**config.mk**
```make
export PLATFORM = sky130hd
export DESIGN_NAME = merge_n
export DESIGN_NICKNAME = d
export VERILOG_FILES = /design/src/rtl/merge_n.sv
export SDC_FILE = /design/constraint.sdc
export NUM_CORES = 1
export LEC_CHECK = 0
export CORE_ASPECT_RATIO = 0.7
export CORE_MARGIN = 2
export CORE_UTILIZATION = 35
export DETAILED_ROUTE_END_ITERATION = 10
export PLACE_DENSITY = 0.77
export SLEW_MARGIN = 30
export SYNTH_ARGS = -nofsm -noshare
export SYNTH_HDL_FRONTEND = slang
export SYNTH_SLANG_ARGS = --single-unit
```
**constraint.sdc**
```tcl
create_clock -name clk -period 5.1 [get_ports clk]
set_input_delay 1.275 -clock clk [delete_from_list [all_inputs] [get_ports clk]]
set_output_delay 1.275 -clock clk [all_outputs]
set_load 0.1 [all_outputs]
```
**src/rtl/merge_n.sv**
```systemverilog
// N-way merge onto one registered output: the source is picked either by a
// queued select token (MODE=0) or by a round-robin arbiter (MODE=1).
module merge_n #(
  parameter int WIDTH     = 33,
  parameter int N         = 4,
  parameter int SEL_DEPTH = 4,
  parameter int MODE      = 0,
  localparam int SW       = (N > 1) ? $clog2(N) : 1
) (
  input  logic               clk,
  input  logic               reset,
  input  logic [N-1:0]       in_valid,
  output logic [N-1:0]       in_ready,
  input  logic [N*WIDTH-1:0] in_data,
  input  logic               sel_valid,
  output logic               sel_ready,
  input  logic [SW-1:0]      sel_data,
  output logic               out_valid,
  input  logic               out_ready,
  output logic [WIDTH-1:0]   out_data,
  output logic [SW-1:0]      out_src,
  output logic               sel_err
);

  localparam int AW = (SEL_DEPTH > 1) ? $clog2(SEL_DEPTH) : 1;
  localparam logic [AW:0] DEPTH_W = (AW+1)'(SEL_DEPTH);

  // Handshake: a channel transfers on a rising clk when valid && ready; valid
  // never waits on ready, while every ready here is derived from valid and state.

  logic [SW-1:0]    fifo_mem [SEL_DEPTH];
  logic [AW-1:0]    wr_idx;
  logic [AW-1:0]    rd_idx;
  logic [AW:0]      fifo_cnt;
  logic             fifo_empty;
  logic             fifo_full;
  logic [SW-1:0]    sel_head;
  logic             push;
  logic             pop;
  logic             drop;

  logic [SW-1:0]    ptr;
  logic             arb_hit;
  logic [SW-1:0]    arb_idx;

  logic             load_ok;
  logic             head_in_range;
  logic             head_valid;
  logic             grant_any;
  logic [SW-1:0]    grant_idx;
  logic [WIDTH-1:0] grant_data;

  assign fifo_empty = (fifo_cnt == '0);
  assign fifo_full  = (fifo_cnt == DEPTH_W);
  assign sel_head   = fifo_mem[rd_idx];
  assign sel_ready  = (MODE == 0) && !fifo_full;
  assign push       = sel_valid && sel_ready;
  assign load_ok    = !out_valid || out_ready;

  // Range check and head-valid lookup in one pass so a head >= N never indexes in_valid.
  always_comb begin
    head_in_range = 1'b0;
    head_valid    = 1'b0;
    for (int i = 0; i < N; i++) begin
      if (sel_head == SW'(i)) begin
        head_in_range = 1'b1;
        head_valid    = in_valid[i];
      end
    end
  end

  // Round-robin search starting at ptr, wrapping modulo N.
  always_comb begin
    arb_hit = 1'b0;
    arb_idx = '0;
    for (int k = 0; k < N; k++) begin
      int j;
      j = int'(ptr) + k;
      if (j >= N) j = j - N;
      if (!arb_hit && in_valid[j]) begin
        arb_hit = 1'b1;
        arb_idx = SW'(j);
      end
    end
  end

  always_comb begin
    grant_any = 1'b0;
    grant_idx = '0;
    pop       = 1'b0;
    drop      = 1'b0;
    if (MODE == 0) begin
      if (!fifo_empty) begin
        if (!head_in_range) begin
          pop  = 1'b1;
          drop = 1'b1;
        end else if (head_valid && load_ok) begin
          grant_any = 1'b1;
          grant_idx = sel_head;
          pop       = 1'b1;
        end
      end
    end else if (arb_hit && load_ok) begin
      grant_any = 1'b1;
      grant_idx = arb_idx;
    end
  end

  always_comb begin
    in_ready   = '0;
    grant_data = '0;
    for (int i = 0; i < N; i++) begin
      if (grant_idx == SW'(i)) begin
        in_ready[i] = grant_any;
        grant_data  = in_data[i*WIDTH +: WIDTH];
      end
    end
  end

  always_ff @(posedge clk) begin
    if (push) fifo_mem[wr_idx] <= sel_data;
  end

  always_ff @(posedge clk or posedge reset) begin
    if (reset) begin
      wr_idx   <= '0;
      rd_idx   <= '0;
      fifo_cnt <= '0;
    end else begin
      if (push) wr_idx <= wr_idx + 1'b1;
      if (pop)  rd_idx <= rd_idx + 1'b1;
      if (push && !pop)      fifo_cnt <= fifo_cnt + 1'b1;
      else if (pop && !push) fifo_cnt <= fifo_cnt - 1'b1;
    end
  end

  always_ff @(posedge clk or posedge reset) begin
    if (reset) begin
      ptr <= '0;
    end else if (MODE != 0 && grant_any) begin
      ptr <= (arb_idx == SW'(N-1)) ? '0 : arb_idx + 1'b1;
    end
  end

  always_ff @(posedge clk or posedge reset) begin
    if (reset) begin
      out_valid <= 1'b0;
      out_data  <= '0;
      out_src   <= '0;
      sel_err   <= 1'b0;
    end else begin
      if (grant_any) begin
        out_valid <= 1'b1;
        out_data  <= grant_data;
        out_src   <= grant_idx;
      end else if (out_ready) begin
        out_valid <= 1'b0;
      end
      sel_err <= drop;
    end
  end

endmodule

```
==> results.ini <==
[floorplan]
die_x_um = 115
die_height_um = 81.4
start_util = 0.358
design.die.area_um2 = 9330
row_count = 28
ios = 184
core_area_um2 = 8370

[clock_network]
clock_path_buffers = 2
clk_pin_slew_worst_paths_ns = 0.06
clock_sinks = 52
post-cts-setup-buffer-count = 0
cts_hold_buf = 0
clk_latency_ns = 0.29
clock-root-buffer = clkbuf_16
cts_max_level = 2
cts.repair.resized = 0
cts_tree = yes
cts_made_buffers = 5

[critical_path]
crit_path_end_kind = primary output
slowest_stage = clkdlybuf4s50_1
cp_top_family = simple AND/OR/NAND/NOR gates
crit_fanout = 3
max_stage_delay_ns = 0.47
required_ns = 3.83
r2r-end = fifo_cnt[1]
crit_type = in2out
arrival_ns = 2.96
r2r_cells = 7
worstPathCellList = clkdlybuf4s50_1 > nor2b_1 > or2_2 > or3b_2 > and2_1 > buf_12
r2r_slack_ns = 2.32
r2r_start = rd_idx[0]
start_kind = input pin
worst-path-buf-inv = 2

[drt]
post-route-drc-count = 0
vias_per_cell = 5.47
wl_per_cell_um = 18.9
drt_iter0_drc = 165
via_count = 3172
drtPass1Iterations = 5
drt-total-wl_um = 11000
ant_nets = 0

[grt]
grt_max_degree = 45
grt_overflow_total = 0
grt_pass1_vias = 3164
grt_pass1_wl_um = 16200
grtUsageTotal = 0.224
antenna_found_initial = 0

[place]
gp_congestion = 0.846
place_ws_ns = 0.871
place_hpwl_um = 7720
io_buffers = 183

[layout]
antennaDiodeCount = 0
nets = 622
drive_gt1_frac = 0.0653
area_growth_pct = 70.5
fill_cells = 727

[hold_path]
hp-start = out_src[0]
hold_path_end = out_src[0]
whs_path_depth = 2
hp-class = reg2reg

[timing]
worst_pin_slew_ns = 1.01
finalHoldViolations = 0
max_freq_ghz = 0.236
skew_ns = 0.00801
worst_slack_ns = 0.866
fin_crit_ns = 4.23
period_share = 0.830
whs_ns = 0.480
maxSlewHeadroom = 0.325
final-max-slew-violation-count = 0
rsz0062_at_grt = no
fin_setup_tns_ns = 0
finalSetupViolations = 0

[synth]
syn_area_um2 = 3000
synth.yosys.warnings = 0
ys_types = 37
synth_area_per_cell_um2 = 9.85
syn_inst = 304
synth-seq-cells = 52
synth-seq-area-share = 0.448
synth_fp_nets = 452

[power_and_ir_drop]
p_per_area_nw_per_um2 = 738
p_leak_nw = 2.00
ir_drop_v = 0.000362

[status]
status = finished, final reports clean

[flow_run]
drv_cap = 0

[registers in the layout, indices dropped and copies added (netlist names)]
signal and flops:
rd_idx 2, out_src 2, wr_idx 2, fifo_mem 8
fifo_cnt 3, sel_err 1, out_valid 1, out_data 33
[cell type report]
| cell class | count | area (µm²) | share of cell area |
|---|---|---|---|
| repair buffers | 191 | 1930 | 0.378 |
| multi-input cells | 219 | 1530 | 0.300 |
| flip-flops and latches | 52 | 1340 | 0.263 |
| clock buffers | 7 | 143 | 0.0279 |
| well taps | 105 | 131 | 0.0257 |
| inverters | 5 | 21.3 | 0.00416 |
| clock inverters | 1 | 7.51 | 0.00147 |
[Yosys cell counts]
library cell,number,area (µm²)
or2_2,1,6.26
o221ai_1,1,8.76
o21ai_1,17,85.1
xor2_1,2,17.5
nor2_2,1,6.26
ha_1,5,62.6
nor3_1,1,5.00
and3_1,5,31.3
a21oi_1,33,165
mux2_2,2,22.5
nand2_1,6,22.5
nor3b_1,1,7.51
mux2i_1,3,30.0
inv_1,5,18.8
nor2_1,5,18.8
a22o_1,1,8.76
o21ai_0,18,90.1
and2_0,1,6.26
buf_6,1,11.3
xnor2_1,4,35.0
or3_4,1,11.3
o31ai_1,1,7.51
a22oi_1,64,480
o21bai_1,32,240
edfxtp_1,8,240
a2bb2oi_1,2,17.5
fa_1,1,20.0
conb_1,1,3.75
mux4_2,2,45.0
or3b_2,1,8.76
dfrtp_1,44,1100
clkbuf_1,16,60.1
nand2b_1,4,25.0
and2_1,1,6.26
nor2b_1,1,6.26
buf_2,11,55.1
nand3b_1,1,7.51
[stage by stage]
step | total power [mW] | instances | cell area [µm²] | utilization
floorplan | 2.69 | 304 | 3000 | -
global placement | 3.38 | 572 | 4950 | 0.592
detailed placement | 3.43 | 572 | 4960 | 0.592
CTS | 3.78 | 580 | 5110 | 0.610
global route | 3.98 | 580 | 5110 | 0.610
finish | 3.77 | 580 | 5110 | 0.610
[layer usage]
layer	share of wire	GRT usage	routed length, µm	up-vias
met5	0	0	0	-
met4	0.0021	0.0366	23	0
met3	0.084	0.0575	925	2
met2	0.49	0.403	5390	151
met1	0.42	0.277	4610	1521
li1	-	-	-	1498
[layout by cell type, fill, tap and decap left out, types with 2 or more instances in the layout]
cell type,instances
a21oi_1,33
a22oi_1,64
and3_1,5
buf_12,4
buf_4,8
clkbuf_16,5
clkdlybuf4s50_1,179
dfrtp_1,44
edfxtp_1,8
ha_1,5
inv_1,4
mux2_2,2
mux2i_1,3
mux4_2,2
nand2_1,6
nand2b_1,4
nor2_1,3
nor2_2,3
o21ai_0,18
o21ai_1,17
o21bai_1,32
xnor2_1,4
xor2_1,2
[cell families after synthesis]
kind of cell | count (synthesis) | synth area share
xor+xnor | 6 | 0.0175
other cells | 1 | 0.00125
fa+ha+maj | 6 | 0.0276
buf+inv | 33 | 0.0485
mux | 7 | 0.0326
simple gates | 30 | 0.0564
flops | 52 | 0.448
compound gates | 169 | 0.368
[power breakdown]
group | internal, mW | leakage [nW] | total (mW) | switching, mW
Combinational | 0.809 | 1.32 | 2.70 | 1.89
Sequential | 0.614 | 0.615 | 0.724 | 0.110
Clock | 0.196 | 0.0701 | 0.346 | 0.150
Total | 1.62 | 2.00 | 3.77 | 2.15
[worst register-to-register path: cells and delay by family, from the launching register on]
| family | cells | cell delay, ns |
|---|---|---|
| adder cells (fa/ha/maj) | 2 | 0.62 |
| multiplexers | 2 | 0.89 |
| flip-flops | 1 | 0.45 |
| buffers and inverters | 1 | 0.07 |
| AO/OA/AOI/OAI | 1 | 0.18 |
| AND/OR/NAND/NOR | 1 | 0.47 |
[worst max path at each step]
stage	slack [ns]	depth (start not counted)	to	start
floorplan	0.89	5	in_ready[0]	out_ready
global placement	0.87	6	in_ready[0]	out_ready
detailed placement	0.87	6	in_ready[0]	out_ready
global route	0.78	6	in_ready[0]	out_ready
CTS	0.86	6	in_ready[0]	out_ready
finish	0.87	6	in_ready[0]	out_ready
No activity file was read; power rests on OpenSTA's default activity.
